File: config.mk
export PLATFORM = sky130hd
export DESIGN_NAME = carry_chain_serial_addsub
export DESIGN_NICKNAME = d
export VERILOG_FILES = /design/src/rtl/carry_chain_serial_addsub.sv
export SDC_FILE = /design/constraint.sdc
export NUM_CORES = 1
export LEC_CHECK = 0
export CORE_UTILIZATION = 38
export DETAILED_ROUTE_END_ITERATION = 7
export GPL_ROUTABILITY_DRIVEN = 0
export PLACE_DENSITY = 0.81
export SYNTH_ARGS = -nofsm -noshare
export SYNTH_HDL_FRONTEND = slang
export SYNTH_SLANG_ARGS = --single-unit
File: constraint.sdc
create_clock -name clk -period 2.85 [get_ports clk]
set_clock_uncertainty 0.1 [all_clocks]
set_input_delay 0.285 -clock clk [delete_from_list [all_inputs] [get_ports clk]]
set_output_delay 0.285 -clock clk [all_outputs]
set_load 0.005 [all_outputs]
File: src/rtl/carry_chain_serial_addsub.sv
// Bit-serial (slice-serial) adder/subtractor: one INPUTS-bit slice per accepted
// beat, LSB slice first, with the carry and mode carried across slices.
module carry_chain_serial_addsub #(
  parameter int INPUTS = 4
) (
  input  logic              clk,
  input  logic              rst_n,
  input  logic              in_valid,
  output logic              in_ready,
  input  logic [INPUTS-1:0] in_a,
  input  logic [INPUTS-1:0] in_b,
  input  logic              in_sub,
  input  logic              in_first,
  input  logic              in_last,
  output logic              out_valid,
  input  logic              out_ready,
  output logic [INPUTS-1:0] out_s,
  output logic              out_last,
  output logic              out_co,
  output logic              out_ovf,
  output logic              err
);

  typedef enum logic {
    IDLE = 1'b0,
    BUSY = 1'b1
  } state_t;

  state_t              state_reg, state_next;
  logic                carry_reg, carry_next;
  logic                mode_reg, mode_next;
  logic                err_reg, err_next;
  logic                out_valid_reg, out_valid_next;
  logic [INPUTS-1:0]   out_s_reg, out_s_next;
  logic                out_last_reg, out_last_next;
  logic                out_co_reg, out_co_next;
  logic                out_ovf_reg, out_ovf_next;

  logic                accept;
  logic                produce;
  logic                sub_eff;
  logic [INPUTS-1:0]   bx;
  logic [INPUTS-1:0]   p;
  logic [INPUTS-1:0]   g;
  logic [INPUTS-1:0]   s;
  logic [INPUTS:0]     c;

  assign in_ready = !out_valid_reg || out_ready;
  assign accept   = in_valid && in_ready;

  // A first slice always restarts the chain, whatever state we are in.
  assign sub_eff  = in_first ? in_sub : mode_reg;
  assign c[0]     = in_first ? in_sub : carry_reg;

  assign bx = in_b ^ {INPUTS{sub_eff}};
  assign p  = in_a ^ bx;
  assign g  = in_a & bx;

  generate
    for (genvar gi = 0; gi < INPUTS; gi++) begin : g_ripple
      assign c[gi+1] = p[gi] ? c[gi] : g[gi];
      assign s[gi]   = p[gi] ^ c[gi];
    end
  endgenerate

  always_comb begin
    state_next     = state_reg;
    carry_next     = carry_reg;
    mode_next      = mode_reg;
    err_next       = err_reg;
    out_valid_next = out_valid_reg;
    out_s_next     = out_s_reg;
    out_last_next  = out_last_reg;
    out_co_next    = out_co_reg;
    out_ovf_next   = out_ovf_reg;
    produce        = 1'b0;

    case (state_reg)
      IDLE: begin
        if (accept) begin
          if (in_first) begin
            produce = 1'b1;
          end else begin
            // Orphan continuation slice: swallow it and flag the protocol error.
            err_next = 1'b1;
          end
        end
      end
      BUSY: begin
        if (accept) begin
          produce = 1'b1;
          if (in_first) begin
            err_next = 1'b1;
          end
        end
      end
      default: begin
        state_next = IDLE;
      end
    endcase

    if (produce) begin
      carry_next = c[INPUTS];
      mode_next  = sub_eff;
      state_next = in_last ? IDLE : BUSY;
    end

    if (in_ready) begin
      out_valid_next = produce;
      if (produce) begin
        out_s_next    = s;
        out_last_next = in_last;
        out_co_next   = c[INPUTS];
        out_ovf_next  = in_last ? (c[INPUTS] ^ c[INPUTS-1]) : 1'b0;
      end
    end
  end

  always_ff @(posedge clk or negedge rst_n) begin
    if (!rst_n) begin
      state_reg     <= IDLE;
      carry_reg     <= 1'b0;
      mode_reg      <= 1'b0;
      err_reg       <= 1'b0;
      out_valid_reg <= 1'b0;
      out_s_reg     <= '0;
      out_last_reg  <= 1'b0;
      out_co_reg    <= 1'b0;
      out_ovf_reg   <= 1'b0;
    end else begin
      state_reg     <= state_next;
      carry_reg     <= carry_next;
      mode_reg      <= mode_next;
      err_reg       <= err_next;
      out_valid_reg <= out_valid_next;
      out_s_reg     <= out_s_next;
      out_last_reg  <= out_last_next;
      out_co_reg    <= out_co_next;
      out_ovf_reg   <= out_ovf_next;
    end
  end

  assign out_valid = out_valid_reg;
  assign out_s     = out_s_reg;
  assign out_last  = out_last_reg;
  assign out_co    = out_co_reg;
  assign out_ovf   = out_ovf_reg;
  assign err       = err_reg;

endmodule

==> results of run 1 <==
-- cell type report --
cell class | count | area (sq um) | area share
Clock buffer | 4 | 36.3 | 0.0355
Inverter | 12 | 45.0 | 0.0441
Multi-Input combinational cell | 28 | 328 | 0.321
Sequential cell | 12 | 300 | 0.294
Tap cell | 24 | 30.0 | 0.0294
Timing Repair Buffer | 30 | 283 | 0.277
-- worst max-delay path by stage --
stage | start | endpoint | slack (ns) | cells past startpoint
final | mode_reg | out_ovf | 0.17 | 9
after global routing | mode_reg | out_ovf | 0.05 | 9
after CTS | mode_reg | out_ovf | 0.09 | 9
after detailed placement | in_first | out_ovf | -0.47 | 10
after global placement | in_first | out_ovf | -0.41 | 10
after floorplan | in_first | out_ovf | 0.06 | 10
-- cell usage in the layout, fill, tap and decap left out --
| cell | netlist | layout |
|---|---|---|
| buf_4 | 0 | 6 |
| mux2i_4 | 1 | 1 |
| mux2i_1 | 8 | 8 |
| mux2_4 | 1 | 1 |
| clkbuf_4 | 0 | 3 |
| dfrtp_1 | 12 | 12 |
| o211ai_2 | 1 | 1 |
| nand2_1 | 2 | 2 |
| xnor2_1 | 1 | 1 |
| nand2b_4 | 1 | 1 |
| clkbuf_8 | 0 | 1 |
| a31o_1 | 1 | 1 |
| dlygate4sd2_1 | 0 | 2 |
| inv_1 | 12 | 12 |
| a32oi_1 | 1 | 1 |
| xor2_1 | 5 | 5 |
| mux2_1 | 1 | 1 |
| clkdlybuf4s50_1 | 0 | 22 |
| nand3_1 | 1 | 1 |
| fa_2 | 0 | 4 |
-- synth_stat cells --
cell and number:
a32oi_1 1, buf_6 2, nand2_1 2, a31o_1 1
xor2_1 5, mux2i_1 8, inv_1 12, mux2i_4 1
xnor2_1 1, dfrtp_1 12, mux2_1 1, o211ai_2 1
nand2b_4 1, mux2_4 1, nand3_1 1, fa_1 4
-- kinds of logic after synthesis --
family / share of synthesized area
multiplexers: 0.188
adder cells (fa/ha/maj): 0.117
XOR/XNOR: 0.0766
flip-flops: 0.438
AO/OA/AOI/OAI: 0.0438
AND/OR/NAND/NOR: 0.0383
buffers and inverters: 0.0985
-- power by group through the flow --
stage	combinational, W	clock (W)	sequential (W)
after floorplan	0.000133	0	0.000268
after detailed placement	0.000294	0	0.000267
final	0.000290	0.000133	0.000265
after global routing	0.000322	0.000147	0.000272
after CTS	0.000295	0.000138	0.000266
after global placement	0.000283	0	0.000265
-- worst max-delay path, delay by kind of cell (launching register included) --
family / cells / cell delay, ns
DFF: 1 / 0.42
muxes: 2 / 0.30
adders and majority gates: 4 / 1.44
and+or+nand+nor: 1 / 0.06
xor gates and xnor gates: 2 / 0.27
-- routing by layer --
metal | up-vias | global-route usage
met5 | - | 0
met4 | 0 | 0.0606
met3 | 2 | 0.0367
met2 | 11 | 0.256
met1 | 237 | 0.182
li1 | 231 | -
-- repair_timing --
item | in CTS | in global routing
setup buffers | 0 | 0
endpoints found under the setup margin | 4 | 1
pin swaps | 0 | 0
resized for setup | 3 | 1
-- stage by stage --
step | util | hold WS [ns] | instances | worst slack [ns]
3_5_place_dp | 0.617 | 0.379 | 106 | -0.474
4_1_cts | 0.640 | 0.279 | 110 | 0.0869
2_1_floorplan | - | -0.111 | 54 | 0.0557
5_1_grt | 0.641 | 0.301 | 110 | 0.0513
6_report | 0.641 | 0.264 | 110 | 0.173
3_3_place_gp | 0.617 | 0.357 | 106 | -0.412
==> flow_summary.json, run 1 <==
{
  "grt_pass1_vias": 540,
  "clk_latency_ns": 0.26,
  "detail-route-antenna-nets": 0,
  "gr-total-overflow": 0,
  "r2r_setup_slack_ns": 0.17,
  "n_antenna_cell": 0,
  "ys_warn_count": 0,
  "fp.dieH_um": 44.5,
  "p_per_area_nw_per_um2": 673,
  "slew_violations": 0,
  "switchingPower_w": 0.000198,
  "clkPwrFrac": 0.193,
  "cts_buffers": 3,
  "routed_wl_um": 1230,
  "boundaryPins": 25,
  "cp_slowest_cell": "dfrtp_1",
  "power_frac_comb": 0.422,
  "vias": 481,
  "top_layer": "met4",
  "finalInstanceArea_sq_um": 1020,
  "rsz0062_at_grt": "false",
  "synth-seq-cells": 12,
  "yosys.area.top_type": "dfrtp_1",
  "syn_area_sq_um": 686,
  "grt_pass1_wl_um": 2190,
  "required_ns": 2.94,
  "cts_buffer_depth": 2,
  "route.met2.wl_um": 661,
  "yosysSeqAreaShare": 0.438,
  "fmax_mhz": 374,
  "synthCells": 54,
  "crit_path_end_kind": "flop",
  "ys_types": 16,
  "htree_num_levels": 1,
  "die_x_um": 44.5,
  "grtUsageTotal": 0.150,
  "n_fill_cell": 133,
  "period_minus_slack_ns": 2.68,
  "wire_per_inst_um": 11.1,
  "synth.top_cell.area_share": 0.438,
  "clk_pin_slew_ns": 0.08,
  "cts_tree": "built",
  "period_share": 0.939,
  "ctsHoldBuffers": 0,
  "row_count": 14,
  "cp-start-kind": "flop",
  "syn_to_final_growth_pct": 49.1,
  "fin_setup_tns_ns": 0,
  "dr.pass1.iters": 4,
  "r2r-end": "out_ovf",
  "slew_headroom": 0.647,
  "largest_register_ffs": 4,
  "numClockSinks": 12,
  "crit_type": "reg -> reg",
  "path_max_fanout": 2,
  "setup_violations": 0,
  "p_int_w": 0.000490,
  "crit_path_frequent_cell": "fa_2",
  "grt_max_degree": 13,
  "portBuffers": 24,
  "root_buffer": "clkbuf_4",
  "drv_cap": 0,
  "drc_errors": 0,
  "crit_chain": "mux2i_4 > xor2_1 > fa_2 > fa_2 > fa_2 > fa_2 > xor2_1 > nand2_1 > mux2i_1",
  "ir_drop_mv": 0.368,
  "p_total_w": 0.000688,
  "rr_worst_depth": 9,
  "finalHoldViolations": 0,
  "initialDrtViolationCount": 1,
  "r2r-start": "mode_reg",
  "syn_area_per_cell_sq_um": 12.7,
  "tightest_slew_ns": 0.528,
  "grt_antenna_before_repair": 0,
  "start_util": 0.430,
  "route.met3.wl_um": 50,
  "drive_above_1_share": 0.209,
  "synth_fp_nets": 73,
  "placed_area_sq_um": 983,
  "power_leakage_nw": 0.498,
  "core-area_sq_um": 1590,
  "dieArea_sq_um": 1980,
  "status": "completed",
  "arrival_ns": 2.76,
  "slowest_delay_ns": 0.42,
  "dp_hpwl_um": 1020,
  "swShare": 0.288,
  "wl_met1_um": 508,
  "viasPerCell": 4.37,
  "nets": 106,
  "min_path_type": "in -> async",
  "seq_power_share": 0.386,
  "synthTopCellsByArea": "dfrtp_1, fa_1, mux2i_1"
}
(Power assumes the default switching activity.)
==> run 2: changes to the inputs <==
--- a/config.mk
+++ b/config.mk
@@ -5,10 +5,12 @@
 export SDC_FILE = /design/constraint.sdc
 export NUM_CORES = 1
 export LEC_CHECK = 0
-export CORE_UTILIZATION = 38
+export CORE_UTILIZATION = 52
+export CTS_CLUSTER_SIZE = 14
 export DETAILED_ROUTE_END_ITERATION = 7
+export DONT_BUFFER_PORTS = 1
 export GPL_ROUTABILITY_DRIVEN = 0
-export PLACE_DENSITY = 0.81
+export PLACE_DENSITY = 0.78
 export SYNTH_ARGS = -nofsm -noshare
 export SYNTH_HDL_FRONTEND = slang
 export SYNTH_SLANG_ARGS = --single-unit
==> run 2 against run 1 <==
Effect of this change:
- global-route usage rose by 2.6 points
- worst hold slack worse by 0.23 ns
- register-to-register slack hardly changed
- non-clock buffer count shrank 28
- clock power is 25% lower
- maximum frequency grew 0.33%
- critical path type unchanged
- highest routed layer unchanged
==> flow_summary.json, run 2 (synthesized netlist as in run 1, its figures left out) <==
{
  "status": "completed",
  "die_x_um": 38.3,
  "portBuffers": 0,
  "numClockSinks": 12,
  "postCtsSetupBuffers": 0,
  "dieArea_sq_um": 1470,
  "setup_violations": 0,
  "cts_buffers": 3,
  "utilization": 0.630,
  "crit_path_end_kind": "flop",
  "rsz0062_at_grt": "false",
  "nets": 78,
  "min_path_type": "in -> reg",
  "final_cell_mix": "inv_1, dfrtp_1, mux2i_1, xor2_1, fa_2",
  "routed_wl_um": 997,
  "clk_latency_ns": 0.26,
  "largest_register_ffs": 4,
  "grt_max_degree": 13,
  "grt_pass1_vias": 390,
  "p_per_area_nw_per_um2": 715,
  "period_minus_slack_ns": 2.67,
  "syn_to_final_growth_pct": 7.66,
  "n_antenna_cell": 0,
  "cp-start-kind": "flop",
  "fin_setup_tns_ns": 0,
  "start_util": 0.585,
  "fp.dieH_um": 38.3,
  "fmax_mhz": 375,
  "fin_hold_ws_ns": 0.0312,
  "htree_num_levels": 1,
  "core-area_sq_um": 1170,
  "path_max_fanout": 3,
  "clk_pin_slew_ns": 0.07,
  "vias": 364,
  "drv_cap": 0,
  "wire_per_inst_um": 14.0,
  "boundaryPins": 25,
  "finalHoldViolations": 0,
  "required_ns": 2.87,
  "cts_tree": "built",
  "detail-route-antenna-nets": 0,
  "grtUsageTotal": 0.176,
  "ir_drop_mv": 0.357,
  "drc_errors": 0,
  "tightest_slew_ns": 0.605,
  "cts_buffer_depth": 2,
  "crit_type": "reg -> reg",
  "initialDrtViolationCount": 0,
  "slew_violations": 0,
  "power_leakage_nw": 0.375,
  "viasPerCell": 5.13,
  "period_share": 0.936,
  "root_buffer": "clkbuf_4",
  "grt_pass1_wl_um": 1640,
  "slew_headroom": 0.595,
  "grt_antenna_before_repair": 0,
  "arrival_ns": 2.69,
  "drive_above_1_share": 0.228,
  "gr-total-overflow": 0,
  "row_count": 12,
  "dr.pass1.iters": 1
}
## run 2: path summary, 6_finish.rpt
path | from | to | slack, ns | cells past startpoint
worst max-delay path | mode_reg | out_ovf | 0.18 | 9
worst min-delay path | in_last | state_reg | 0.03 | 1
worst max register to register | mode_reg | out_ovf | 0.18 | 9
worst min register to register | err | err | 0.41 | 1
max in group asynchronous | rst_n | out_valid | 1.96 | 1
min in group asynchronous | rst_n | out_s[1] | 0.34 | 1
## run 2: stage by stage
stage          cell area [sq um]  total power, W  std cells  setup WS [ns]
2_1_floorplan                691        0.000401         54         0.0557
3_3_place_gp                 693        0.000422         67          0.129
3_5_place_dp                 693        0.000429         67         0.0601
4_1_cts                      726        0.000531         71         0.0403
5_1_grt                      738        0.000574         71         0.0506
6_report                     738        0.000528         71          0.182
## run 2: power by group
part / internal [W] / total [W] / switching (W)
clock network: 0.0000487 / 0.0000995 / 0.0000508
logic: 0.0000795 / 0.000154 / 0.0000746
registers: 0.000229 / 0.000274 / 0.0000451
## run 2: layout make-up
type	count	area (sq um)
Multi-Input combinational cell	28	335
Tap cell	14	17.5
Fill cell	94	433
Sequential cell	12	300
Timing Repair Buffer	2	17.5
Inverter	12	45.0
Clock buffer	3	22.5
## run 2: timing repair
| action | CTS | global route |
|---|---|---|
| hold buffers | 1 | 0 |
| hold endpoints to repair | 12 | 0 |
| resized for setup | 0 | 3 |
| endpoints found under the setup margin | 0 | 1 |
## run 2: routing by layer
metal	global-route usage	up-vias	wire [um]
li1	-	176	-
met5	0	-	0
met3	0.0930	2	80
met1	0.212	172	413
met2	0.250	14	491
met4	0.0982	0	11
## run 2: worst max-delay path, cell delays in order (launching register included)
cell	delay [ns]
dfrtp_1	0.41
mux2i_4	0.19
xor2_2	0.10
fa_2	0.36
fa_2	0.35
fa_2	0.38
fa_2	0.37
xor2_1	0.15
nand2_1	0.06
mux2i_1	0.06
